**src/rtl/difftest_trap_pkg.sv**
```systemverilog
// Shared trap codes, slot-entry layout and sizing helper for the difftest trap collector.
// Optional WFI support is enabled by defining DIFFTEST_TRAP_WFI_EN.
package difftest_trap_pkg;

  localparam logic [2:0] TRAP_GOOD  = 3'd0;
  localparam logic [2:0] TRAP_BAD   = 3'd1;
  localparam logic [2:0] TRAP_ABORT = 3'd2;

  // PCs are stored at full width; the top truncates to XLEN on output.
  localparam int PC_MAX_W = 64;

  typedef struct packed {
    logic                has_trap;
`ifdef DIFFTEST_TRAP_WFI_EN
    logic                has_wfi;
`endif
    logic [2:0]          code;
    logic [PC_MAX_W-1:0] pc;
    logic [63:0]         instr_cnt;
    logic [63:0]         cycle_cnt;
  } slot_entry_t;

  function automatic int cid_width(input int n);
    return (n > 1) ? $clog2(n) : 1;
  endfunction

endpackage

```
**src/rtl/difftest_trap_rr_arbiter.sv**
```systemverilog
// Round-robin grant over per-core FULL slots; the pointer moves past a grant only
// when that grant is actually consumed (advance).
module difftest_trap_rr_arbiter
  import difftest_trap_pkg::*;
#(
  parameter int NUM_CORES = 2,
  localparam int CID_W = cid_width(NUM_CORES)
) (
  input  logic                 clock,
  input  logic                 reset,
  input  logic [NUM_CORES-1:0] req,
  input  logic                 advance,
  output logic                 gnt_valid,
  output logic [CID_W-1:0]     gnt_idx
);

  logic [CID_W-1:0] ptr;
  logic [CID_W-1:0] cand;

  // Scan offsets from high to low so the smallest offset from ptr wins.
  always_comb begin
    gnt_valid = 1'b0;
    gnt_idx   = '0;
    cand      = '0;
    for (int i = NUM_CORES - 1; i >= 0; i--) begin
      cand = CID_W'((int'(ptr) + i) % NUM_CORES);
      if (req[cand]) begin
        gnt_valid = 1'b1;
        gnt_idx   = cand;
      end
    end
  end

  always_ff @(posedge clock or posedge reset) begin
    if (reset) begin
      ptr <= '0;
    end else if (advance && gnt_valid) begin
      ptr <= (gnt_idx == CID_W'(NUM_CORES - 1)) ? '0 : gnt_idx + CID_W'(1);
    end
  end

endmodule

```
**src/rtl/difftest_trap_collector.sv**
```systemverilog
// Collects per-core difftest trap events into one-deep slots and serialises them
// through a round-robin arbiter into a single registered valid/ready output stage.
// Optional WFI ports are added when DIFFTEST_TRAP_WFI_EN is defined.
module difftest_trap_collector
  import difftest_trap_pkg::*;
#(
  parameter int NUM_CORES = 2,
  parameter int XLEN = 64,
  localparam int CID_W = cid_width(NUM_CORES)
) (
  input  logic                      clock,
  input  logic                      reset,
  input  logic [NUM_CORES-1:0]      io_in_valid,
  input  logic [NUM_CORES-1:0]      io_in_hasTrap,
`ifdef DIFFTEST_TRAP_WFI_EN
  input  logic [NUM_CORES-1:0]      io_in_hasWFI,
`endif
  input  logic [3*NUM_CORES-1:0]    io_in_code,
  input  logic [XLEN*NUM_CORES-1:0] io_in_pc,
  input  logic [64*NUM_CORES-1:0]   io_in_instrCnt,
  output logic                      io_out_valid,
  input  logic                      io_out_ready,
  output logic [CID_W-1:0]          io_out_coreid,
  output logic                      io_out_hasTrap,
`ifdef DIFFTEST_TRAP_WFI_EN
  output logic                      io_out_hasWFI,
`endif
  output logic [2:0]                io_out_code,
  output logic [XLEN-1:0]           io_out_pc,
  output logic [63:0]               io_out_instrCnt,
  output logic [63:0]               io_out_cycleCnt,
  output logic [NUM_CORES-1:0]      io_overflow,
  output logic                      io_allTrapped
);

  localparam logic [0:0] SLOT_EMPTY = 1'b0;
  localparam logic [0:0] SLOT_FULL  = 1'b1;

  // Valid/ready: an event transfers on a rising edge where io_out_valid and
  // io_out_ready are both high; while valid is high and ready low, all io_out_*
  // fields hold their value.

  logic [63:0]          cycle_cnt;
  logic [0:0]           slot_state [NUM_CORES];
  slot_entry_t          slot_q     [NUM_CORES];
  slot_entry_t          in_entry   [NUM_CORES];
  logic [NUM_CORES-1:0] slot_full;
  logic [NUM_CORES-1:0] drain;
  logic [NUM_CORES-1:0] trapped;
  logic [NUM_CORES-1:0] overflow;
  logic                 gnt_valid;
  logic [CID_W-1:0]     gnt_idx;
  logic                 load_en;
  logic                 handshake;
  logic                 out_valid;
  logic [CID_W-1:0]     out_coreid;
  slot_entry_t          out_entry;

  function automatic logic can_replace(input slot_entry_t held, input slot_entry_t incoming);
`ifdef DIFFTEST_TRAP_WFI_EN
    return incoming.has_trap && !incoming.has_wfi && !held.has_trap;
`else
    return incoming.has_trap && !held.has_trap;
`endif
  endfunction

  assign handshake = out_valid && io_out_ready;
  assign load_en   = !out_valid || io_out_ready;

  always_comb begin
    for (int i = 0; i < NUM_CORES; i++) begin
      in_entry[i]           = '0;
      in_entry[i].has_trap  = io_in_hasTrap[i];
`ifdef DIFFTEST_TRAP_WFI_EN
      in_entry[i].has_wfi   = io_in_hasWFI[i];
`endif
      in_entry[i].code      = io_in_code[3*i +: 3];
      in_entry[i].pc        = PC_MAX_W'(io_in_pc[XLEN*i +: XLEN]);
      in_entry[i].instr_cnt = io_in_instrCnt[64*i +: 64];
      in_entry[i].cycle_cnt = cycle_cnt;
      slot_full[i]          = (slot_state[i] == SLOT_FULL);
      drain[i]              = load_en && gnt_valid && (gnt_idx == CID_W'(i));
    end
  end

  difftest_trap_rr_arbiter #(.NUM_CORES(NUM_CORES)) u_arb (
    .clock     (clock),
    .reset     (reset),
    .req       (slot_full),
    .advance   (load_en),
    .gnt_valid (gnt_valid),
    .gnt_idx   (gnt_idx)
  );

  always_ff @(posedge clock or posedge reset) begin
    if (reset) begin
      cycle_cnt <= '0;
    end else begin
      cycle_cnt <= cycle_cnt + 64'd1;
    end
  end

  // A slot being drained this cycle counts as free for a same-cycle arrival.
  always_ff @(posedge clock or posedge reset) begin
    if (reset) begin
      overflow <= '0;
      for (int i = 0; i < NUM_CORES; i++) begin
        slot_state[i] <= SLOT_EMPTY;
        slot_q[i]     <= '0;
      end
    end else begin
      for (int i = 0; i < NUM_CORES; i++) begin
        if (io_in_valid[i] && (slot_state[i] == SLOT_EMPTY || drain[i])) begin
          slot_q[i]     <= in_entry[i];
          slot_state[i] <= SLOT_FULL;
        end else if (io_in_valid[i]) begin
          overflow[i] <= 1'b1;
          if (can_replace(slot_q[i], in_entry[i])) begin
            slot_q[i] <= in_entry[i];
          end
        end else if (drain[i]) begin
          slot_state[i] <= SLOT_EMPTY;
        end
      end
    end
  end

  always_ff @(posedge clock or posedge reset) begin
    if (reset) begin
      out_valid  <= 1'b0;
      out_coreid <= '0;
      out_entry  <= '0;
    end else if (load_en) begin
      out_valid <= gnt_valid;
      if (gnt_valid) begin
        out_coreid <= gnt_idx;
        out_entry  <= slot_q[gnt_idx];
      end
    end
  end

  always_ff @(posedge clock or posedge reset) begin
    if (reset) begin
      trapped <= '0;
    end else if (handshake && out_entry.has_trap) begin
      for (int i = 0; i < NUM_CORES; i++) begin
        if (out_coreid == CID_W'(i)) begin
          trapped[i] <= 1'b1;
        end
      end
    end
  end

  assign io_out_valid    = out_valid;
  assign io_out_coreid   = out_coreid;
  assign io_out_hasTrap  = out_entry.has_trap;
`ifdef DIFFTEST_TRAP_WFI_EN
  assign io_out_hasWFI   = out_entry.has_wfi;
`endif
  assign io_out_code     = out_entry.code;
  assign io_out_pc       = out_entry.pc[XLEN-1:0];
  assign io_out_instrCnt = out_entry.instr_cnt;
  assign io_out_cycleCnt = out_entry.cycle_cnt;
  assign io_overflow     = overflow;
  assign io_allTrapped   = &trapped;

endmodule

```
**config.mk**
```make
export PLATFORM = sky130hd
export DESIGN_NAME = difftest_trap_collector
export DESIGN_NICKNAME = d
export VERILOG_FILES = /design/src/rtl/difftest_trap_pkg.sv /design/src/rtl/difftest_trap_rr_arbiter.sv /design/src/rtl/difftest_trap_collector.sv
export SDC_FILE = /design/constraint.sdc
export NUM_CORES = 1
export LEC_CHECK = 0
export CAP_MARGIN = 0
export CORE_UTILIZATION = 53
export CTS_CLUSTER_DIAMETER = 60
export DETAILED_ROUTE_END_ITERATION = 10
export PLACE_DENSITY = 0.76
export SYNTH_ARGS = -nofsm -noshare
export SYNTH_HDL_FRONTEND = slang
export SYNTH_HIERARCHICAL = 1
export SYNTH_SLANG_ARGS = --single-unit
```
**constraint.sdc**
```tcl
create_clock -name clock -period 28.1 [get_ports clock]
set_input_delay 2.81 -clock clock [delete_from_list [all_inputs] [get_ports clock]]
set_output_delay 2.81 -clock clock [all_outputs]
set_load 0.02 [all_outputs]
```
==> metrics <==
EDFF count, synth=0; Slew headroom=20.88%; total global routing overflow=0; fin crit period=6.381 ns; clock sinks=between 600 and 700; 1st-iter DRT viols=893; DP HPWL=43.36 mm; Setup TNS=0 ns; Buf/Inv on CP=3; crit share post-route=22.71%; Synth async-reset ratio=100.0%; All-Layer GR Usage=26.01%; dpl cells=3016; Synth Area per Inst=around 13 um2; PD cells=100.6 mW/mm2; leading area contributor after synthesis=dfrtp_1; Synth cell types=42; GPL Wtd Cong=0.8219; total number of vias=17040; crit-path cells=clkdlybuf4s50_1 -> nand2b_1 -> nand2_4 -> o21ai_1 -> o21ai_4 -> buf_4 -> buf_4 -> mux2_2; nets=2693; Final Hold Vio Count=0; largest net degree at the start of global routing=204; CP endpoint kind=register; num rows=81; Setup-failing EPs final=0; Die X=225.9 um; worst reg-to-reg path cell count=7; worst hold path class=reg2reg; layout cells sized above 1=a little over a fifth; # H-tree levels=3; leakage=0.01530 uW; Clock Tree Root=clkbuf_16; Mapped Cells=between 1500 and 2000; FF+latch count, synth=~660; final std cells w/o fill=3153; vias per cell=5.405; Synth Warn #=6; top cell type's share of synthesized area=between 60 and 70%; total CTS buffers=69; Skew-Pair Late Insertion Delay=slightly below 0.6 ns; initial antenna violation count=19; CP peak stage delay=0.83 ns; ys flop type=dfrtp_1; most frequent cell on the critical path=buf_4; IO Count=between 400 and 500; Crit Path Max Fanout=87; drt first pass iters=6; Detailed Route WL=65.71 mm; number of routed nets with antenna violations=0; vias in the first global route=17720; Clock Skew=0.01807 ns; crit-path leading delay family=buffers and inverters; PortBufs=469; # resized after CTS=0; Routed WL per cell=between 20 and 25 um; met2 usage=43.33%; R2R Path End=slot_q[204]; Layout area overhead=28.76%; CP Depth=8; max-slew violation count=0; CP Class=in2reg; reg2reg start=slot_full[0]; busiest grt layer=met2; CP startpoint kind=primary input; slew of the pin with the lowest slew margin=between 1 and 1.5 ns; Max Clk Rate=156.7 MHz; hold_buf cts=0; total die area=just over 0.05 mm2; syn nets=2248; met1 Use GR=31.78%; crit path DAT=6.86 ns; Die H=about 230 um; Seq/Total Area, Yosys=62.26%; core area=0.04915 mm2; first-pass GRT wire length=101.6 mm; Worst Path Required=28.58 ns; top post-synthesis cells by area=dfrtp_1, mux2_2, mux2i_1, o21ai_0, nand2_1; crit path from=io_out_ready; CTS tree=built; clk slew on worst S/H paths=0.06 ns; Max Cap Violations=0; CP max stage cell=buf_4; Mapped Area=0.02657 mm2; maximum vdd drop=59.08 uV; clk buf depth=3; DRC=0; RSZ-0062 raised after global routing=no; postcts setup bufs=0; Worst setup endpoint=slot_q[204]; status=finished clean; M3 GR Usage=6.714%; initial core utilization=54.05%; r2r setup slk=23.88 ns
[per-layer routing]
layer	part of all wire, %	vias to the layer above
li1	-	7793
met1	40	8690
met2	50	398
met3	5.7	150
met4	4.2	10
met5	0.10	-
[area by class of cell]
| class | instances | area (um2) |
|---|---|---|
| sequential | 661 | 16540 |
| fill | 3452 | 14950 |
| multi-input combinational | 1192 | 9519 |
| timing repair buffer | 488 | 4850 |
| clock buffer | 97 | 2047 |
| tap | 664 | 830.8 |
| clock inverter | 25 | 332.8 |
| inverter | 11 | 48.80 |
| antenna | 15 | 37.54 |
[state kept, by name (all words and copies together), names as in the netlist]
register	cells
io_out_code	3
io_overflow	2
slot_full	2
io_out_pc	64
trapped	2
u_arb/ptr	1
slot_q	392
io_out_coreid	1
cycle_cnt	64
io_out_instrCnt	64
io_out_hasTrap	1
io_out_cycleCnt	64
io_out_valid	1
[through the flow]
step	instance area [um2]	util, %	hold slack, ns	worst slack [ns]	total power, uW
finish	34210	69.59	0.4721	21.72	3440
global route	34190	69.57	0.4923	21.14	3605
CTS	34170	69.52	0.4697	21.65	3468
detailed placement	31790	64.67	0.4526	21.02	2511
global placement	31790	64.67	0.4443	21.12	2464
floorplan	26570	-	0.4284	6.794	2086
[power breakdown]
part           internal (uW)  switching, uW  leakage [uW]
Combinational            547            531       0.00584
Sequential              1250            162       0.00829
Clock                    581            365       0.00117
[cell families (layout without fill, tap and decap cells)]
family	count (synthesis)	in the layout	synth area share, %
flops	661	661	62.26
mux	587	587	23.96
simple gates	333	333	5.558
compound gates	209	209	4.041
buf+inv	125	621	2.058
xor+xnor	62	62	2.072
fa+ha+maj	1	1	0.04709
other cells	0	15	0
[cells in the mapped netlist, drive strengths merged, types with 2 or more instances]
cell and n:
o21bai 2, dfrtp 661, mux2 391, inv 11
xnor2 46, or4 4, nand4 16, xor2 16
mux2i 196, nor4 5, buf 45, nand3 28
clkbuf 69, and3 9, a22o 2, or2 3
nor2 15, nor3 9, o21ai 198, a21boi 2
a31oi 2, nand2b 4, and4 4, nand4b 5
nand2 227
[worst min path at each step]
stage | startpoint | end | slack, ns | cells after the start
2_1_floorplan | trapped[1] | trapped[1] | 0.43 | 1
3_3_place_gp | trapped[1] | trapped[1] | 0.44 | 1
3_5_place_dp | io_overflow[1] | io_overflow[1] | 0.45 | 1
4_1_cts | io_overflow[1] | io_overflow[1] | 0.47 | 1
5_1_grt | io_out_pc[53] | io_out_pc[53] | 0.49 | 2
6_report | io_overflow[1] | io_overflow[1] | 0.47 | 1
[cell usage in the layout, fill, tap and decap left out, types with 16 or more instances in the layout]
cell type	n
nand3_1	28
xor2_1	16
dfrtp_1	661
mux2i_1	196
buf_4	18
mux2_2	391
o21ai_0	196
xnor2_1	45
clkbuf_16	73
nand4_1	16
clkdlybuf4s50_1	469
nand2_1	225
Power figures use the tool's default switching activity.
